**src/rtl/alu_pkg.sv**
```systemverilog
// Shared encodings for the iterative ALU: operation select values and FSM states.
package alu_pkg;

  typedef enum logic [2:0] {
    OP_ADD   = 3'b000,
    OP_SUB   = 3'b001,
    OP_AND   = 3'b010,
    OP_OR    = 3'b011,
    OP_UMULL = 3'b100,
    OP_SMULL = 3'b101,
    OP_UDIV  = 3'b110,
    OP_SDIV  = 3'b111
  } alu_op_e;

  typedef enum logic [1:0] {
    S_IDLE = 2'd0,
    S_EXEC = 2'd1,
    S_DONE = 2'd2
  } state_e;

  function automatic logic is_iter(input alu_op_e op);
    return op inside {OP_UMULL, OP_SMULL, OP_UDIV, OP_SDIV};
  endfunction

  function automatic logic is_div(input alu_op_e op);
    return op inside {OP_UDIV, OP_SDIV};
  endfunction

  function automatic logic is_signed_op(input alu_op_e op);
    return op inside {OP_SMULL, OP_SDIV};
  endfunction

endpackage

```
**src/rtl/alu_iter_step.sv**
```systemverilog
// One radix-2 iteration on the shared {hi,lo} register pair: shift-add multiply
// (shifting right) or restoring divide (shifting left), selected by i_div.
module alu_iter_step #(
  parameter int WIDTH = 32
) (
  input  logic             i_div,
  input  logic [WIDTH-1:0] i_hi,
  input  logic [WIDTH-1:0] i_lo,
  input  logic [WIDTH-1:0] i_opnd,
  output logic [WIDTH-1:0] o_hi,
  output logic [WIDTH-1:0] o_lo
);

  logic [WIDTH:0] w_sum;
  logic [WIDTH:0] w_rem_sh;
  logic [WIDTH:0] w_diff;
  logic           w_fits;

  // Multiply: hi accumulates the multiplicand when the current multiplier bit is set.
  assign w_sum = {1'b0, i_hi} + (i_lo[0] ? {1'b0, i_opnd} : '0);

  // Divide: the shifted partial remainder is kept only if the trial subtract fits.
  assign w_rem_sh = {i_hi, i_lo[WIDTH-1]};
  assign w_diff   = w_rem_sh - {1'b0, i_opnd};
  assign w_fits   = ~w_diff[WIDTH];

  assign o_hi = i_div ? (w_fits ? w_diff[WIDTH-1:0] : w_rem_sh[WIDTH-1:0])
                      : w_sum[WIDTH:1];
  assign o_lo = i_div ? {i_lo[WIDTH-2:0], w_fits}
                      : {w_sum[0], i_lo[WIDTH-1:1]};

endmodule

```
**src/rtl/alu_iter.sv**
```systemverilog
// Iterative ALU: single-cycle ADD/SUB/AND/OR, WIDTH-iteration multiply and divide
// on operand magnitudes with sign correction applied on the final iteration.
module alu_iter #(
  parameter int WIDTH = 32
) (
  input  logic             clk,
  input  logic             reset,
  input  logic             start,
  input  logic [2:0]       ALUControl,
  input  logic [WIDTH-1:0] a,
  input  logic [WIDTH-1:0] b,
  output logic             busy,
  output logic             done,
  output logic [WIDTH-1:0] Result1,
  output logic [WIDTH-1:0] Result2,
  output logic [3:0]       ALUFlags
);
  import alu_pkg::*;

  localparam int               CNT_W    = $clog2(WIDTH);
  localparam int               MSB      = WIDTH - 1;
  localparam logic [WIDTH-1:0] MOST_NEG = {1'b1, {(WIDTH-1){1'b0}}};

  state_e           r_state, w_next_state;
  alu_op_e          r_op, w_in_op;
  logic [WIDTH-1:0] r_a, r_b, r_hi, r_lo;
  logic [CNT_W-1:0] r_cnt;
  logic [WIDTH-1:0] r_result1, r_result2;
  logic [3:0]       r_flags;

  logic             w_accept, w_last, w_is_div, w_is_signed, w_sign_a, w_sign_b;
  logic [WIDTH-1:0] w_b_mag, w_step_hi, w_step_lo;
  logic [WIDTH:0]   w_add, w_sub;
  logic [WIDTH-1:0] w_alu_r1;
  logic             w_alu_c, w_alu_v;
  logic [2*WIDTH-1:0] w_prod, w_prod_fix;
  logic [WIDTH-1:0] w_quot_fix, w_rem_fix, w_fin_r1, w_fin_r2;
  logic [3:0]       w_fin_flags;

  function automatic logic [WIDTH-1:0] magnitude(input logic [WIDTH-1:0] v, input logic sgn);
    return (sgn && v[MSB]) ? -v : v;
  endfunction

  assign w_in_op     = alu_op_e'(ALUControl);
  assign w_last      = (r_cnt == CNT_W'(WIDTH - 1));
  assign w_is_div    = is_div(r_op);
  assign w_is_signed = is_signed_op(r_op);
  assign w_sign_a    = w_is_signed & r_a[MSB];
  assign w_sign_b    = w_is_signed & r_b[MSB];
  assign w_b_mag     = magnitude(r_b, w_is_signed);

  // FSM state register
  always_ff @(posedge clk) begin
    if (reset) r_state <= S_IDLE;
    else       r_state <= w_next_state;
  end

  // NOTE: every signal driven here gets a default first so no path leaves it unassigned (no latch).
  always_comb begin
    w_next_state = r_state;
    w_accept     = 1'b0;
    case (r_state)
      S_EXEC: if (w_last) w_next_state = S_DONE;
      default: begin
        w_accept = start;
        if (start) w_next_state = is_iter(w_in_op) ? S_EXEC : S_DONE;
        else       w_next_state = S_IDLE;
      end
    endcase
  end

  // Single-cycle operations, evaluated on the live inputs at acceptance.
  assign w_add = {1'b0, a} + {1'b0, b};
  assign w_sub = {1'b0, a} - {1'b0, b};

  always_comb begin
    w_alu_r1 = '0;
    w_alu_c  = 1'b0;
    w_alu_v  = 1'b0;
    case (w_in_op)
      OP_ADD: begin
        w_alu_r1 = w_add[WIDTH-1:0];
        w_alu_c  = w_add[WIDTH];
        w_alu_v  = (a[MSB] == b[MSB]) && (w_add[MSB] != a[MSB]);
      end
      OP_SUB: begin
        w_alu_r1 = w_sub[WIDTH-1:0];
        w_alu_c  = ~w_sub[WIDTH];
        w_alu_v  = (a[MSB] != b[MSB]) && (w_sub[MSB] != a[MSB]);
      end
      OP_AND:  w_alu_r1 = a & b;
      OP_OR:   w_alu_r1 = a | b;
      default: ;
    endcase
  end

  alu_iter_step #(.WIDTH(WIDTH)) u_step (
    .i_div  (w_is_div),
    .i_hi   (r_hi),
    .i_lo   (r_lo),
    .i_opnd (w_b_mag),
    .o_hi   (w_step_hi),
    .o_lo   (w_step_lo)
  );

  // Sign correction applied to the outcome of the last iteration.
  assign w_prod     = {w_step_hi, w_step_lo};
  assign w_prod_fix = (w_sign_a ^ w_sign_b) ? -w_prod : w_prod;
  assign w_quot_fix = (w_sign_a ^ w_sign_b) ? -w_step_lo : w_step_lo;
  assign w_rem_fix  = w_sign_a ? -w_step_hi : w_step_hi;

  always_comb begin
    w_fin_r1    = '0;
    w_fin_r2    = '0;
    w_fin_flags = '0;
    if (!w_is_div) begin
      w_fin_r1    = w_prod_fix[WIDTH-1:0];
      w_fin_r2    = w_prod_fix[2*WIDTH-1:WIDTH];
      w_fin_flags = {w_fin_r2[MSB], w_prod_fix == '0, 2'b00};
    end else if (r_b == '0) begin
      w_fin_r1    = '1;
      w_fin_r2    = r_a;
      w_fin_flags = {1'b1, 1'b0, 1'b0, 1'b1};
    end else begin
      w_fin_r1    = w_quot_fix;
      w_fin_r2    = w_rem_fix;
      w_fin_flags = {w_quot_fix[MSB], w_quot_fix == '0, 1'b0,
                     w_is_signed && (r_a == MOST_NEG) && (r_b == '1)};
    end
  end

  // NOTE: sequential state uses non-blocking assignments so every register samples pre-edge values.
  always_ff @(posedge clk) begin
    if (reset) begin
      r_op      <= OP_ADD;
      r_a       <= '0;
      r_b       <= '0;
      r_hi      <= '0;
      r_lo      <= '0;
      r_cnt     <= '0;
      r_result1 <= '0;
      r_result2 <= '0;
      r_flags   <= '0;
    end else if (w_accept) begin
      r_op  <= w_in_op;
      r_a   <= a;
      r_b   <= b;
      r_cnt <= '0;
      r_hi  <= '0;
      r_lo  <= magnitude(a, is_signed_op(w_in_op));
      if (!is_iter(w_in_op)) begin
        r_result1 <= w_alu_r1;
        r_result2 <= '0;
        r_flags   <= {w_alu_r1[MSB], w_alu_r1 == '0, w_alu_c, w_alu_v};
      end
    end else if (r_state == S_EXEC) begin
      r_hi  <= w_step_hi;
      r_lo  <= w_step_lo;
      r_cnt <= w_last ? '0 : r_cnt + CNT_W'(1);
      if (w_last) begin
        r_result1 <= w_fin_r1;
        r_result2 <= w_fin_r2;
        r_flags   <= w_fin_flags;
      end
    end
  end

  assign busy     = (r_state == S_EXEC);
  assign done     = (r_state == S_DONE);
  assign Result1  = r_result1;
  assign Result2  = r_result2;
  assign ALUFlags = r_flags;

endmodule

```
**config.mk**
```make
export PLATFORM = sky130hd
export DESIGN_NAME = alu_iter
export DESIGN_NICKNAME = d
export VERILOG_FILES = /design/src/rtl/alu_pkg.sv /design/src/rtl/alu_iter_step.sv /design/src/rtl/alu_iter.sv
export SDC_FILE = /design/constraint.sdc
export NUM_CORES = 1
export LEC_CHECK = 0
export ABC_CLOCK_PERIOD_IN_PS = 16400
export CAP_MARGIN = 10
export CORE_MARGIN = 2
export CORE_UTILIZATION = 50
export DETAILED_ROUTE_END_ITERATION = 10
export GPL_TIMING_DRIVEN = 0
export PLACE_DENSITY = 0.78
export SKIP_LAST_GASP = 1
export SYNTH_ARGS = -nofsm -noshare
export SYNTH_HDL_FRONTEND = slang
export SYNTH_SLANG_ARGS = --single-unit
```
**constraint.sdc**
```tcl
create_clock -name clk -period 16.4 [get_ports clk]
set_input_delay 1.64 -clock clk [delete_from_list [all_inputs] [get_ports clk]]
set_output_delay 1.64 -clock clk [all_outputs]
set_load 0.05 [all_outputs]
```
# == After elaboration in Yosys (flattened, before gate mapping) ==
# Cells that the tools add are included.
# totals
reg_bits,206
wordCells,105
# op_classes
add_sub_neg,10
eq_ne,21
mux,38
bitwise,7
n_reduce_logical,19
# op_table
op,count
$mux 32,22
$neg 32->32,4
$pmux 32 s4,1
$logic_not 32->1,3
$eq 32x32->1 const B,2
$logic_not 64->1,1
$mux 64,1
$neg 64->64,1
$add 32x32->33,1
$add 32x33->33,1
$sub 32x32->33,1
$sub 33x32->33,1
$and 32x32->32,1
$or 32x32->32,1
$mux 4,6
$eq 3x3->1 const B,7
$reduce_bool 2->1,5
$mux 2,4
$eq 3x2->1 const B,2
$logic_and 1x1->1,6
$add 5x1->5 const B,1
$eq 5x5->1 const B,1
$mux 5,1
$pmux 1 s2,2
15 further kinds,19

# == Depth between registers and ports, before layout ==
# Gate-level depths: netlist (run 1).
# logic_depth
depth_word,15
ltp_mapped,33
mapped_depth_nobuf,31

# == Cells and area by module ==
# A second synthesis (run 1) with hierarchy kept.
# hier_totals
hier_cells,3194
hier_area_um2,22305.1
# by_module_without_submodules
module,instances,cells_per_inst,area_per_inst_um2,seq_area_each_um2
alu_iter,1,2510,17486.8,4124.0
alu_iter_step,1,684,4818.4,0.0

# == Worst setup path after synthesis (run 1) ==
# No wires, ideal clock.
# synth_path
kind,flip-flop to flip-flop
startpoint,register r_b[0]
endpoint,"register r_flags[2], in the netlist ALUFlags[2]"
t_arrival_ns,7.420
required_ns,16.309
setup_slack_ns,8.890
stages_incl_launch_ff,31
period_less_slack_ns,7.510
cell_sequence,dfxtp_1 inv_1 ha_1 nor4b_1 and4_1 nor4b_1 nand2_1 o41ai_1 xor2_1 ha_1 nand4_1 nor2_1 o21ai_1 a31oi_2 o31ai_4 buf_6 a21oi_2 nor2_1 ha_1 inv_1 nor4b_1 nand3b_1 or2_2 clkbuf_1 nor4_1 a31oi_1 xnor2_1 or4_1 nor4_1 nand4_1 a311oi_1
# synth_between
elab_chain_cells,13
word_cells_on_any_way,21
# synth_lines
item,line_no,source
"start, declared",alu_iter.sv:26,"logic [WIDTH-1:0] r_a, r_b, r_hi, r_lo;"
"start signal, assigned",alu_iter.sv:137,r_b <= '0;
"start signal, assigned",alu_iter.sv:147,r_b <= b;
branches (longest 9 deep; another with $neg 64->64),n/a,
$mux 4 *,alu_iter.sv:116,if (!w_is_div) begin
$mux 4 *,alu_iter.sv:160,if (w_last) begin
$mux 4 *,alu_iter.sv:156,end else if (r_state == S_EXEC) begin
$mux 4 *,alu_iter.sv:144,end else if (w_accept) begin
"end signal, assigned",alu_iter.sv:154,"r_flags <= {w_alu_r1[MSB], w_alu_r1 == '0, w_alu_c, w_alu_v};"
"end signal, assigned",alu_iter.sv:163,r_flags <= w_fin_flags;
"end, declared",alu_iter.sv:29,logic [3:0] r_flags;
# Mark *: on every way between the ends. The select of a mux whose other input is x is not followed.
# A chain may end at the register's enable or synchronous reset.

# == Worst setup path after layout (run 1) ==
# Ends and elaborated chain as after synthesis.

==> results of run 1 <==
==> layout make-up <==
class	count	area, um^2
clock inverters	11	143.9
multi-input cells	2665	16900
repair buffers	137	1366
flip-flops and latches	206	4124
clock buffers	29	628.1
well taps	592	740.7
fillers	4441	18950
inverters	124	465.4
diodes	1	2.502
plain buffers	196	805.8
==> cells in the mapped netlist, types with 15 or more instances <==
| cell type | instances |
|---|---|
| or4_1 | 15 |
| inv_1 | 121 |
| a31oi_1 | 50 |
| nand3_1 | 58 |
| xor2_1 | 75 |
| a211oi_1 | 77 |
| mux2i_1 | 45 |
| buf_1 | 18 |
| nor2_1 | 341 |
| ha_1 | 168 |
| buf_2 | 23 |
| or3_1 | 27 |
| o31ai_1 | 26 |
| o21a_1 | 26 |
| nand2_1 | 403 |
| nand2b_1 | 34 |
| a21oi_1 | 371 |
| nor4_1 | 41 |
| a21o_1 | 48 |
| clkbuf_1 | 147 |
| nand4_1 | 50 |
| nor3_1 | 96 |
| dfxtp_1 | 206 |
| xnor2_1 | 145 |
| nor2b_1 | 30 |
| o22ai_1 | 15 |
| and2_1 | 18 |
| o21ai_0 | 163 |
| and3_1 | 24 |
| o211ai_1 | 50 |
==> state kept, by name (all words and copies together), names as in the netlist <==
name	cells
ALUFlags	4
r_lo	32
r_hi	32
r_a	32
Result2	32
r_state	2
r_cnt	5
r_b	32
Result1	32
r_op	3
==> worst max-delay path: cells and delay by family, from the launching register on <==
| family | cells | cell delay [ns] |
|---|---|---|
| adders and majority gates | 3 | 0.87 |
| AOI/OAI and AO/OA | 7 | 1.89 |
| and+or+nand+nor | 17 | 5.51 |
| DFF | 1 | 0.37 |
| xor gates and xnor gates | 2 | 0.69 |
| buffers and inverters | 5 | 0.88 |
==> layer usage <==
metal / vias up / share of wire / GRT usage
li1: 11886 / - / -
met1: 12121 / 0.37 / 0.5163
met2: 1985 / 0.40 / 0.6209
met3: 579 / 0.14 / 0.1306
met4: 4 / 0.091 / 0.3149
met5: - / 0.00026 / 0
==> kinds of logic after synthesis <==
kind of cell,after synthesis
xor+xnor,220
mux,50
flops,206
fa+ha+maj,172
buf+inv,320
compound gates,1015
simple gates,1208
==> per-stage QoR <==
stage	hold WS, ns	instance area [um^2]	setup WS (ns)	util	power [mW]
floorplan	0.4406	22280	8.890	-	1.004
global placement	0.4394	24390	6.180	0.5527	1.216
detailed placement	0.4425	24390	6.249	0.5527	1.218
CTS	0.4511	25160	6.194	0.5702	1.748
global route	0.4675	25170	5.585	0.5704	1.846
finish	0.4507	25170	6.108	0.5705	1.794
==> path summary, 6_finish.rpt <==
check                              to  cells past startpoint                startpoint  slack [ns]
max          ALUFlags[2]$_SDFFE_PP0P_                     34       r_b[0]$_SDFFE_PP0P_        6.11
min          Result2[29]$_SDFFE_PP0P_                      2  Result2[29]$_SDFFE_PP0P_        0.45
max reg2reg  ALUFlags[2]$_SDFFE_PP0P_                     34       r_b[0]$_SDFFE_PP0P_        6.11
min reg2reg  Result2[29]$_SDFFE_PP0P_                      2  Result2[29]$_SDFFE_PP0P_        0.45
==> power by group through the flow <==
stage / Sequential, mW / Clock (mW) / Combinational (mW)
final: 0.562 / 0.546 / 0.686
after global routing: 0.562 / 0.559 / 0.726
after CTS: 0.558 / 0.538 / 0.652
after detailed placement: 0.569 / 0 / 0.649
after global placement: 0.569 / 0 / 0.647
after floorplan: 0.568 / 0 / 0.436
==> out/results.ini, run 1 <==
[yosys]
synth_area_um2 = 22280
synth_edf_count = 0
synth.area.top_cells = dfxtp_1, ha_1, a21oi_1
synth_compound_area_frac = 0.2930
synth_mux_area_frac = 0.02274
synth_warnings = 0
syn_nets = 3433
synth_top_family_by_area = compound AO/OA/AOI/OAI gates
synth_cell_types = 108
postSynthCellCount = 3191
ys_ff_latch = 206
synth_top_area_frac = 0.1851
synthSimpleGateAreaFrac = 0.2577
synthAdderAreaFrac = 0.09792
async_flop_share = 0
synth_largest_area_cell = dfxtp_1
synth_xor_area_frac = 0.08647
synthFlopType = dfxtp_1
yosysSeqAreaShare = 0.1851
avgSynthCellArea_um2 = 6.983

[power]
p_clk_frac = 0.304
switching_share = 0.4088
leakage_nw = 9.899
p_int_mw = 1.061
vdd_drop_max_mv = 0.06989
pwr-share-seq = 0.313
power.switching_mw = 0.7335
p_comb_frac = 0.382
p_per_area_nw_per_um2 = 71.27

[setup_path]
worst_setup_path_start_kind = flop
crit_slowest_cell = nor4b_1
cp.arrival_ns = 10.76
critical-path-max-stage-delay_ns = 0.85
crit_type = reg -> reg
crit_required_ns = 16.86
critical_path.most_common_cell = nor4b_1
crit_fanout = 10
cp-end-kind = flop

[clocking]
clock-root-buffer = clkbuf_16
htreeDepth = 1
cts_tree = done
cts_buffers = 23
numClockSinks = 206
cts_resized = 0
clk_pin_slew_ns = 0.07
insertion_delay_ns = 0.57
postCtsHoldBufs = 0
post_cts_buffers = 0
clk_path_buf_depth = 3

[timing]
slew_violations = 0
fin_skew_ns = 0.02683
worst_slew_pin_slew_ns = 1.105
rsz0062_at_grt = false
setup_viol = 0
finalHoldViolations = 0
period_share = 0.6276
relSlewSlack = 0.2579
timing.fmax_ghz = 0.09716
period_minus_slack_ns = 10.29
fin_setup_tns_ns = 0

[global_route]
track_usage = 0.4219
grt_pass1_wl_um = 150100
grt_antenna_before_repair = 4
grt-ovfl-total = 0
grt_pass1_vias = 24627
grt_max_degree = 15

[drt]
first_iter_violations = 4052
drc = 0
drt_wl_total_um = 101900
wl_per_cell_um = 25.72
avgViaCountPerCell = 6.709
final_antenna_net_count = 0
vias = 26575
first_pass_iters = 8

[floorplanning]
die_area_um2 = 46270
rows = 77
boundaryPins = 140
design.core.area_um2 = 44120
die_h_um = 215.1
fp.dieW_um = 215.1
initial_core_util = 0.5050

[finish]
drive_gt1_frac = 0.04157
syn_to_final_growth_pct = 12.96
final_cell_mix = nand2_1, a21oi_1, nor2_1
mostFrequentLayoutCell = nand2_1
final_cells = 3961
nets = 3595

[place]
place_inst = 3919
place.gp.congestion = 1.145
io_buffers = 136
post-dp-hpwl_um = 80460

[hold_path]
hold_path_class = reg -> reg

[run]
maxCapViolations = 0

[outcome]
status = finished, final reports clean

Note: power is estimated with default switching activity, not from simulation.
==> inputs of run 2 (changes only) <==
--- a/config.mk
+++ b/config.mk
@@ -5,13 +5,13 @@
 export SDC_FILE = /design/constraint.sdc
 export NUM_CORES = 1
 export LEC_CHECK = 0
-export ABC_CLOCK_PERIOD_IN_PS = 16400
+export ABC_CLOCK_PERIOD_IN_PS = 9210
 export CAP_MARGIN = 10
 export CORE_MARGIN = 2
 export CORE_UTILIZATION = 50
 export DETAILED_ROUTE_END_ITERATION = 10
 export GPL_TIMING_DRIVEN = 0
-export PLACE_DENSITY = 0.78
+export PLACE_DENSITY = 0.81
 export SKIP_LAST_GASP = 1
 export SYNTH_ARGS = -nofsm -noshare
 export SYNTH_HDL_FRONTEND = slang
==> constraint.sdc (replaced) <==
create_clock -name clk -period 9.21 [get_ports clk]
set_input_delay 0.921 -clock clk [delete_from_list [all_inputs] [get_ports clk]]
set_output_delay 0.921 -clock clk [all_outputs]
set_load 0.05 [all_outputs]
==> run 2 against run 1 <==
Effect of this change:
- clock-buffer cell count grew 3
- global-route usage up 1.4 points
- combinational power grew 81%
==> out/results.ini, run 2 (synthesis results as in run 1) <==
[outcome]
status = finished, final reports clean

[finish]
mostFrequentLayoutCell = nand2_1
final_core_util = 0.5773  ; +0.006806
finalInstanceArea_um2 = 25470  ; +1.2%
final_cell_mix = nand2_1, a21oi_1, nor2_1
fillers = 4415  ; -0.59%
final_cells = 3974  ; +0.33%
antenna_cells = 0  ; -1
drive_gt1_frac = 0.04938  ; +0.007811
multi_input_area_um2 = 17030  ; +0.78%
syn_to_final_growth_pct = 14.31
nets = 3606  ; +0.31%
seqCellArea_um2 = 4124  ; unchanged

[timing]
hold_slack_ns = 0.4511  ; +0.0003510 ns
timing.fmax_ghz = 0.1129  ; +16%
period_minus_slack_ns = 8.857  ; -1.435 ns
finalHoldViolations = 0  ; unchanged
fin_setup_tns_ns = 0  ; unchanged
period_share = 0.9617  ; +0.3341
setup_viol = 0  ; unchanged
rsz0062_at_grt = false
worst_slew_pin_slew_ns = 1.370  ; +0.2653 ns
relSlewSlack = 0.07963  ; -0.1782
slew_violations = 0  ; unchanged
fin_ws_ns = 0.3526  ; -5.755 ns
fin_skew_ns = 0.02433  ; -0.002501 ns

[global_route]
track_usage = 0.4357  ; +0.01376
grt_pass1_vias = 24858  ; +0.94%
grt_max_degree = 14  ; -1
grt-ovfl-total = 0  ; unchanged
grt_antenna_before_repair = 1  ; -3
grt_pass1_wl_um = 154300  ; +2.8%

[setup_path]
crit_fanout = 10  ; unchanged
critical-path-max-stage-delay_ns = 0.58  ; -0.27 ns
crit_required_ns = 9.67  ; -7.19 ns
rrSetupSlack_ns = 0.35  ; -5.76 ns
cp-end-kind = flop
crit_type = reg -> reg
crit_slowest_cell = or4b_1
cp.arrival_ns = 9.32  ; -1.44 ns
critical_path.most_common_cell = ha_1
worst_setup_path_start_kind = flop

[power]
p_per_area_nw_per_um2 = 129.8  ; +82%
vdd_drop_max_mv = 0.1280  ; +83%
p_total_mw = 3.305  ; +84%
leakage_nw = 10.04  ; +1.5%

[floorplanning]
die_area_um2 = 46270  ; unchanged
initial_core_util = 0.5050  ; unchanged
design.core.area_um2 = 44120  ; unchanged
fp.dieW_um = 215.1  ; unchanged
boundaryPins = 140  ; unchanged
rows = 77  ; unchanged
die_h_um = 215.1  ; unchanged

[place]
post-dp-hpwl_um = 83800  ; +4.2%
dpl-instance-area_um2 = 24390  ; unchanged
io_buffers = 136  ; unchanged
place_inst = 3919  ; unchanged
dp_slack_ns = -1.016  ; -7.265 ns
place.gp.congestion = 1.077  ; -5.9%

[clocking]
insertion_delay_ns = 0.56  ; about the same
htreeDepth = 1  ; unchanged
postCtsHoldBufs = 0  ; unchanged
clock-root-buffer = clkbuf_16
numClockSinks = 206  ; unchanged
clk_pin_slew_ns = 0.06  ; about the same
cts_tree = done
clk_path_buf_depth = 3  ; unchanged
cts_buffers = 24  ; +4.3%

[drt]
first_pass_iters = 9  ; +1
vias = 26827  ; +0.95%
first_iter_violations = 3950  ; -2.5%
drc = 0  ; unchanged
wl_per_cell_um = 26.38  ; +2.6%
final_antenna_net_count = 0  ; unchanged
drt_wl_total_um = 104800  ; +2.9%
avgViaCountPerCell = 6.751  ; +0.62%

[run]
maxCapViolations = 0  ; unchanged

[hold_path]
hold_path_class = reg -> reg

==> run 2: cell count changes in the layout (fill, tap and decap cells not counted), sizes merged <==
cell,change
clkbuf,+2
clkinv,+1
bufinv,+2
clkinvlp,-2
diode,-1
buf,+11
==> run 2: layout make-up <==
| cell class | count | share of cell area |
|---|---|---|
| buffer | 196 | 0.03178 |
| timing repair buffer | 147 | 0.05669 |
| clock buffer | 32 | 0.02633 |
| inverter | 124 | 0.01827 |
| tap | 592 | 0.02908 |
| clock inverter | 12 | 0.007466 |
| multi-input combinational | 2665 | 0.6685 |
| sequential | 206 | 0.1619 |
==> run 2: final timing paths <==
| path | from | end | cells after the start |
|---|---|---|---|
| worst min-delay path | Result1[1]$_SDFFE_PP0P_ | Result1[1]$_SDFFE_PP0P_ | 2 |
| worst max register to register | r_b[0]$_SDFFE_PP0P_ | ALUFlags[2]$_SDFFE_PP0P_ | 32 |
| worst max-delay path | r_b[0]$_SDFFE_PP0P_ | ALUFlags[2]$_SDFFE_PP0P_ | 32 |
| worst min register to register | Result1[1]$_SDFFE_PP0P_ | Result1[1]$_SDFFE_PP0P_ | 2 |
==> run 2: report_power, final <==
group | switching [mW] | internal (mW) | leakage, nW | total (mW)
clock | 0.429 | 0.630 | 0.422 | 1.06
combinational | 0.828 | 0.417 | 7.94 | 1.24
sequential | 0.0685 | 0.934 | 1.68 | 1.00
total | 1.33 | 1.98 | 10.0 | 3.31
==> run 2: timing repair <==
action / 4_1_cts / 5_1_grt
pin swaps: 1 / 5
setup endpoints to repair: 4 / 3
resized for setup: 8 / 18
setup buffers: 1 / 10
==> run 2: per-layer routing <==
layer,track usage,vias to the layer above,part of all wire
li1,-,11898,-
met5,0,-,0.00011
met2,0.6721,1966,0.42
met1,0.5357,12399,0.37
met4,0.3074,2,0.090
met3,0.1012,562,0.12
==> run 2: critical path: cells and delay by family, from the launching register on <==
kind / cells / cell delay (ns)
DFF: 1 / 0.39
and+or+nand+nor: 16 / 4.69
AOI/OAI and AO/OA: 7 / 1.69
buffers and inverters: 4 / 0.63
xor gates and xnor gates: 2 / 0.52
adders and majority gates: 3 / 0.83
